[config.mk]
export PLATFORM = sky130hd
export DESIGN_NAME = rx_ctrl_fsm
export DESIGN_NICKNAME = d
export VERILOG_FILES = /design/src/rtl/uart_rx_pkg.sv /design/src/rtl/rx_edge_bit_cnt.sv /design/src/rtl/rx_ctrl_fsm.sv
export SDC_FILE = /design/constraint.sdc
export NUM_CORES = 1
export LEC_CHECK = 0
export ABC_AREA = 1
export ABC_CLOCK_PERIOD_IN_PS = 2400
export CORE_MARGIN = 2
export CORE_UTILIZATION = 30
export CTS_BUF_LIST = sky130_fd_sc_hd__clkbuf_8
export DETAILED_ROUTE_END_ITERATION = 8
export GPL_TIMING_DRIVEN = 0
export PLACE_DENSITY = 0.6
export SYNTH_ARGS = -nofsm -noshare
export SYNTH_HDL_FRONTEND = slang
export SYNTH_SLANG_ARGS = --single-unit
[constraint.sdc]
create_clock -name clk -period 2.4 [get_ports clk]
set_input_delay 0.48 -clock clk [delete_from_list [all_inputs] [get_ports clk]]
set_output_delay 0.48 -clock clk [all_outputs]
set_load 0.005 [all_outputs]
[src/rtl/uart_rx_pkg.sv]
// rtl/uart_rx_pkg.sv - shared types and constants for the UART receive controller (UART_RX_PARITY_EN adds the PARITY state)
package uart_rx_pkg;

    localparam int DATA_WIDTH = 8;

    localparam logic PAR_EVEN = 1'b0;
    localparam logic PAR_ODD  = 1'b1;

    typedef enum logic [2:0] {
        ST_IDLE,
        ST_START,
        ST_DATA,
`ifdef UART_RX_PARITY_EN
        ST_PARITY,
`endif
        ST_STOP
    } rx_state_e;

endpackage

[src/rtl/rx_edge_bit_cnt.sv]
// rtl/rx_edge_bit_cnt.sv - oversample edge counter and data bit counter for the receive controller
module rx_edge_bit_cnt
    import uart_rx_pkg::*;
(
    input  logic       clk,
    input  logic       rst_n,
    input  logic [5:0] prescale,
    input  logic       load1,
    input  logic       clear,
    input  logic       run,
    input  logic       bit_inc,
    output logic [5:0] edge_cnt,
    output logic [3:0] bit_cnt,
    output logic       bit_end
);

    // The last oversample edge of the current bit; sampled_bit is only trusted here.
    assign bit_end = (edge_cnt == (prescale - 6'd1));

    // Edge count wraps each bit; bit count restarts with every new frame and saturates at a full byte.
    always_ff @(posedge clk or negedge rst_n) begin
        if (!rst_n) begin
            edge_cnt <= 6'd0;
            bit_cnt  <= 4'd0;
        end else begin
            if (clear) begin
                edge_cnt <= 6'd0;
            end else if (load1) begin
                edge_cnt <= 6'd1;
            end else if (run) begin
                edge_cnt <= bit_end ? 6'd0 : edge_cnt + 6'd1;
            end

            if (clear || load1) begin
                bit_cnt <= 4'd0;
            end else if (bit_inc && (bit_cnt < 4'(DATA_WIDTH))) begin
                bit_cnt <= bit_cnt + 4'd1;
            end
        end
    end

endmodule

[src/rtl/rx_ctrl_fsm.sv]
// rtl/rx_ctrl_fsm.sv - UART receive control FSM; define UART_RX_PARITY_EN to receive a parity bit
module rx_ctrl_fsm
    import uart_rx_pkg::*;
(
    input  logic       clk,
    input  logic       rst_n,
    input  logic       Rx_IN,
    input  logic [5:0] Prescale,
    input  logic       PAR_EN,
    input  logic       PAR_TYP,
    input  logic       sampled_bit,
    output logic       dat_samp_en,
    output logic [5:0] edge_cnt,
    output logic [7:0] P_DATA,
    output logic       data_valid,
    output logic       par_err,
    output logic       stp_err
);

    rx_state_e  state;
    logic [3:0] bit_cnt;
    logic       bit_end;
    logic       load1;
    logic       clear;
    logic       run;
    logic       bit_inc;

`ifdef UART_RX_PARITY_EN
    logic par_err_q;
    assign par_err = par_err_q;
`else
    logic unused_par_ports;
    assign unused_par_ports = PAR_EN ^ PAR_TYP;
    assign par_err = 1'b0;
`endif

    rx_edge_bit_cnt u_cnt (
        .clk      (clk),
        .rst_n    (rst_n),
        .prescale (Prescale),
        .load1    (load1),
        .clear    (clear),
        .run      (run),
        .bit_inc  (bit_inc),
        .edge_cnt (edge_cnt),
        .bit_cnt  (bit_cnt),
        .bit_end  (bit_end)
    );

    // Counter controls: load on start detect, clear when the frame ends or the start bit was a glitch.
    always_comb begin
        load1   = (state == ST_IDLE) && !Rx_IN;
        clear   = bit_end && (((state == ST_START) && sampled_bit) || (state == ST_STOP));
        run     = (state != ST_IDLE);
        bit_inc = (state == ST_DATA) && bit_end;
    end

    // Frame sequencing with registered sampler enable, data, error flags and valid pulse.
    always_ff @(posedge clk or negedge rst_n) begin
        if (!rst_n) begin
            state       <= ST_IDLE;
            dat_samp_en <= 1'b0;
            P_DATA      <= 8'h00;
            data_valid  <= 1'b0;
            stp_err     <= 1'b0;
`ifdef UART_RX_PARITY_EN
            par_err_q   <= 1'b0;
`endif
        end else begin
            data_valid <= 1'b0;
            case (state)
                ST_IDLE: begin
                    if (!Rx_IN) begin
                        state       <= ST_START;
                        dat_samp_en <= 1'b1;
                        stp_err     <= 1'b0;
`ifdef UART_RX_PARITY_EN
                        par_err_q   <= 1'b0;
`endif
                    end
                end
                ST_START: begin
                    if (bit_end) begin
                        if (sampled_bit) begin
                            state       <= ST_IDLE;
                            dat_samp_en <= 1'b0;
                        end else begin
                            state <= ST_DATA;
                        end
                    end
                end
                ST_DATA: begin
                    if (bit_end) begin
                        P_DATA <= {sampled_bit, P_DATA[7:1]};
                        if (bit_cnt == 4'(DATA_WIDTH - 1)) begin
`ifdef UART_RX_PARITY_EN
                            state <= PAR_EN ? ST_PARITY : ST_STOP;
`else
                            state <= ST_STOP;
`endif
                        end
                    end
                end
`ifdef UART_RX_PARITY_EN
                ST_PARITY: begin
                    if (bit_end) begin
                        par_err_q <= ((^P_DATA) ^ (PAR_TYP == PAR_ODD)) != sampled_bit;
                        state     <= ST_STOP;
                    end
                end
`endif
                ST_STOP: begin
                    if (bit_end) begin
                        stp_err     <= ~sampled_bit;
                        data_valid  <= sampled_bit && !par_err;
                        dat_samp_en <= 1'b0;
                        state       <= ST_IDLE;
                    end
                end
                default: begin
                    state       <= ST_IDLE;
                    dat_samp_en <= 1'b0;
                end
            endcase
        end
    end

endmodule

==> results by group, run 1 <==
Status
  – Status: completed

Power and ir drop
  – Pwr per Cell Area: 916 mW/mm^2
  – Sw Share: roughly two fifths
  – LEAKAGE: ~0.92 nW
  – Sequential share of power: between 30% and 40%
  – Net Switching: approximately 0.00066 W
  – Peak supply drop: ~0.28 mV
  – Clock share of power: roughly 15%
  – Internal Power: 0.00100 W
  – Comb pwr share: ~48%

Routing
  – Via density per instance: ~4.6
  – DRT iter0 DRCs: 55
  – Total wire length: ~3.1 mm
  – Routed vias: 1,283
  – Final ANT Viol Nets: 0
  – Drt drc: 0
  – First-pass detailed-route iteration total: 4
  – Drt wl/cell: 11.0 um

Logic synthesis
  – Number of synthesized flops with an enable pin: 0
  – Post-synth cell types: 29
  – Synth Register Bits: 23
  – Async SR Flop Fraction: between 90% and 100%
  – Post-synthesis instance total: 195
  – Seq/Total Area, Yosys: about 40%
  – Syn_nets: 210
  – Primary FF master, synth: dfrtp_1
  – Synth Area per Inst: around 7.4 sq um
  – YS warnings: 0
  – Netlist Area Pre-Place: around 0.0014 sq mm

Setup path
  – Reg2Reg Setup Slack: slightly above 800 ps
  – Critical path peak fanout: 10
  – Worst reg-to-reg path cell count: 13
  – Worst Setup SP: Prescale[0]
  – Worst R2R Start: u_cnt.edge_cnt[0]
  – Critical Path Sink: stp_err
  – Critical Path End Type: flop
  – Crit path max-delay cell type: clkdlybuf4s50_1
  – Crit Path Category: primary input to flop
  – Worst EP arrival: roughly 2300 ps
  – RR Endpoint: stp_err
  – Max incr delay on CP: 510 ps
  – Startpoint Class: primary input
  – Worst path cell trace: clkdlybuf4s50_1 -> inv_2 -> ha_1 -> inv_1 -> nand2_1 -> nand3_1 -> nor2_2 -> nand2_2 -> nor2_4 -> nand2_2 -> buf_6 -> nand2_2 -> nand3_1 -> nand2_1 -> nand2_1
  – CP Data Required Time: ~2600 ps

STA
  – Slew HR: between 20% and 30%
  – Period utilization: between 80 and 90%
  – Worst Skew: approximately 5.7 ps
  – Worst-Margin Slew: between 1000 and 1500 ps
  – Fmax: around 470 MHz
  – Max-slew violations: 0
  – Final WS setup: about 260 ps
  – Hold_ws: 496 ps
  – Setup_tns: 0 ps
  – Fin. Hold Viols: 0
  – Post-route minimum period: 2140 ps
  – Final setup vio count: 0
  – Setup repair after global routing missed its margin: no

Clock tree
  – Htree depth: 1
  – CTS Buf Count: 3
  – Clk Latency, worst-skew pair: roughly 270 ps
  – Post-CTS Resized: 0
  – TritonCTS clock tree: done
  – CTS Root Cell: clkbuf_8
  – Hold_buf cts: 0
  – CTS clock-pin slew for the worst setup and hold paths: around 90 ps
  – # Post-CTS Setup Buffers: 0
  – Clk sink count: 23
  – Max clock buf depth: 2

GRT
  – First-pass GRT wire length: 5.28 mm
  – GRT Util Overall: 12.2%
  – Global Route met3 Usage: less than 1%
  – GR Layer Usage met1: between 10% and 20%
  – Largest net degree at the start of global routing: 24
  – GR Util met2: just over 20%
  – Antenna violations before repair: 0
  – Total grt overflow: 0
  – Vias in the first global route: between 1,000 and 1,500
  – Gr busiest metal: met2

Final layout
  – Register area: between 500 and 600 sq um
  – Footprint of the multi-input gates: roughly 720 sq um
  – Fin nets: 241
  – Commonest non-fill, non-tap cell in the layout: nand2_1
  – Fillers: 505
  – Design area: 0.00182 sq mm
  – Inserted Diodes: 0
  – Share of cells above drive strength 1: about 16%
  – Commonest cells after routing, fill and taps aside: 57 x nand2_1, 26 x clkdlybuf4s50_1, 23 x dfrtp_1, 22 x inv_1, 16 x nand3_1
  – Area grow syn2layout: 25.9%

Flow run
  – Max Cap Viol: 0

Worst hold path
  – Worst hold path stage count: 2
  – Worst hold path class: flop to flop

Die
  – Initial core utilization: between 30% and 40%
  – Ports: 30
  – Placeable Area: 0.00469 sq mm
  – Die area: roughly 0.0054 sq mm
  – Row count: 25
  – Die Ht: 73.4 um
  – Die Wd: about 73 um

Placed design
  – IO Port Bufs: 26
  – DP HPWL: 2.37 mm
  – RePlAce Congestion: approximately 0.77
  – Dpl ws: -28.2 ps
  – Placed cell area: between 0.0015 and 0.002 sq mm
## power by group through the flow
stage / clock (W) / combinational, W / sequential (W)
6_report: 0.000244 / 0.000795 / 0.000627
5_1_grt: 0.000264 / 0.000910 / 0.000653
4_1_cts: 0.000253 / 0.000805 / 0.000631
3_5_place_dp: 0 / 0.000801 / 0.000637
3_3_place_gp: 0 / 0.000781 / 0.000637
2_1_floorplan: 0 / 0.000470 / 0.000626
## how the worst min path moves through the flow
stage	from	endpoint	slack [ps]
floorplan	rst_n	P_DATA[0]	180
global placement	P_DATA[0]	P_DATA[0]	470
global route	stp_err	stp_err	530
CTS	stp_err	stp_err	490
detailed placement	stp_err	stp_err	470
finish	stp_err	stp_err	500
## synth_stat cells (2+ instances only)
cell type | number | area [sq um]
dfrtp_1 | 23 | 576
inv_2 | 5 | 18.8
buf_6 | 2 | 22.5
nand2_1 | 57 | 214
a21oi_1 | 3 | 15.0
nand4_1 | 6 | 37.5
o21ai_2 | 3 | 26.3
o21ai_1 | 7 | 35.0
nand3_1 | 16 | 80.1
nor2_2 | 5 | 31.3
ha_1 | 3 | 37.5
nand2_2 | 10 | 62.6
o22ai_1 | 2 | 12.5
inv_1 | 22 | 82.6
o21ai_0 | 3 | 15.0
xor2_1 | 4 | 35.0
nor3_1 | 2 | 10.0
nor2_1 | 11 | 41.3
## critical path: cells and delay by family
kind	cells	cell delay, ps
buffers and inverters	4	770
AND/OR/NAND/NOR	10	740
adder cells (fa/ha/maj)	1	310
## per-stage QoR
| stage | util [%] | cells | total power, W |
|---|---|---|---|
| 2_1_floorplan | - | 195 | 0.00110 |
| 3_3_place_gp | 37.8 | 275 | 0.00142 |
| 3_5_place_dp | 37.8 | 275 | 0.00144 |
| 5_1_grt | 38.8 | 279 | 0.00183 |
| 4_1_cts | 38.8 | 279 | 0.00169 |
| 6_report | 38.8 | 279 | 0.00167 |
## sequential cells by signal (all words and copies together), names as in the netlist
register,cells
u_cnt.bit_cnt,4
data_valid,1
dat_samp_en,1
state,2
P_DATA,8
u_cnt.edge_cnt,6
stp_err,1
## area by class of cell
class / instances / area share (%)
well taps: 54 / 3.71
inverters: 28 / 6.19
flip-flops and latches: 23 / 31.6
multi-input cells: 140 / 39.7
clock inverters: 1 / 0.275
repair buffers: 26 / 14.3
clock buffers: 3 / 2.27
plain buffers: 4 / 1.93
## layer usage
layer,vias to the layer above,routed length (um)
met2,18,1420
met1,578,1560
met5,-,0
met3,4,62
met4,0,33
li1,683,-
## cells by family (layout without fill, tap and decap cells)
family,Yosys count,count (layout),share of synthesized area [%]
compound gates,20,20,8.31
xor+xnor,5,5,3.03
fa+ha+maj,3,3,2.60
buf+inv,32,62,10.2
flops,23,23,39.8
other cells,1,1,0.259
simple gates,111,111,35.8
No activity file was read; power rests on OpenSTA's default activity.
==> inputs of run 2 (changes only) <==
--- a/config.mk
+++ b/config.mk
@@ -13,6 +13,7 @@
 export DETAILED_ROUTE_END_ITERATION = 8
 export GPL_TIMING_DRIVEN = 0
 export PLACE_DENSITY = 0.6
+export SETUP_SLACK_MARGIN = 0.1
 export SYNTH_ARGS = -nofsm -noshare
 export SYNTH_HDL_FRONTEND = slang
 export SYNTH_SLANG_ARGS = --single-unit
==> results of run 2 <==
The final DEF is identical to that of run 1. Status: completed.
==> inputs of run 3 (changes only) <==
--- a/config.mk
+++ b/config.mk
@@ -11,6 +11,7 @@
 export CORE_UTILIZATION = 30
 export CTS_BUF_LIST = sky130_fd_sc_hd__clkbuf_8
 export DETAILED_ROUTE_END_ITERATION = 8
+export GPL_ROUTABILITY_DRIVEN = 0
 export GPL_TIMING_DRIVEN = 0
 export PLACE_DENSITY = 0.6
 export SETUP_SLACK_MARGIN = 0.1
==> results of run 3 <==
The final DEF is identical to that of run 1. Status: completed.
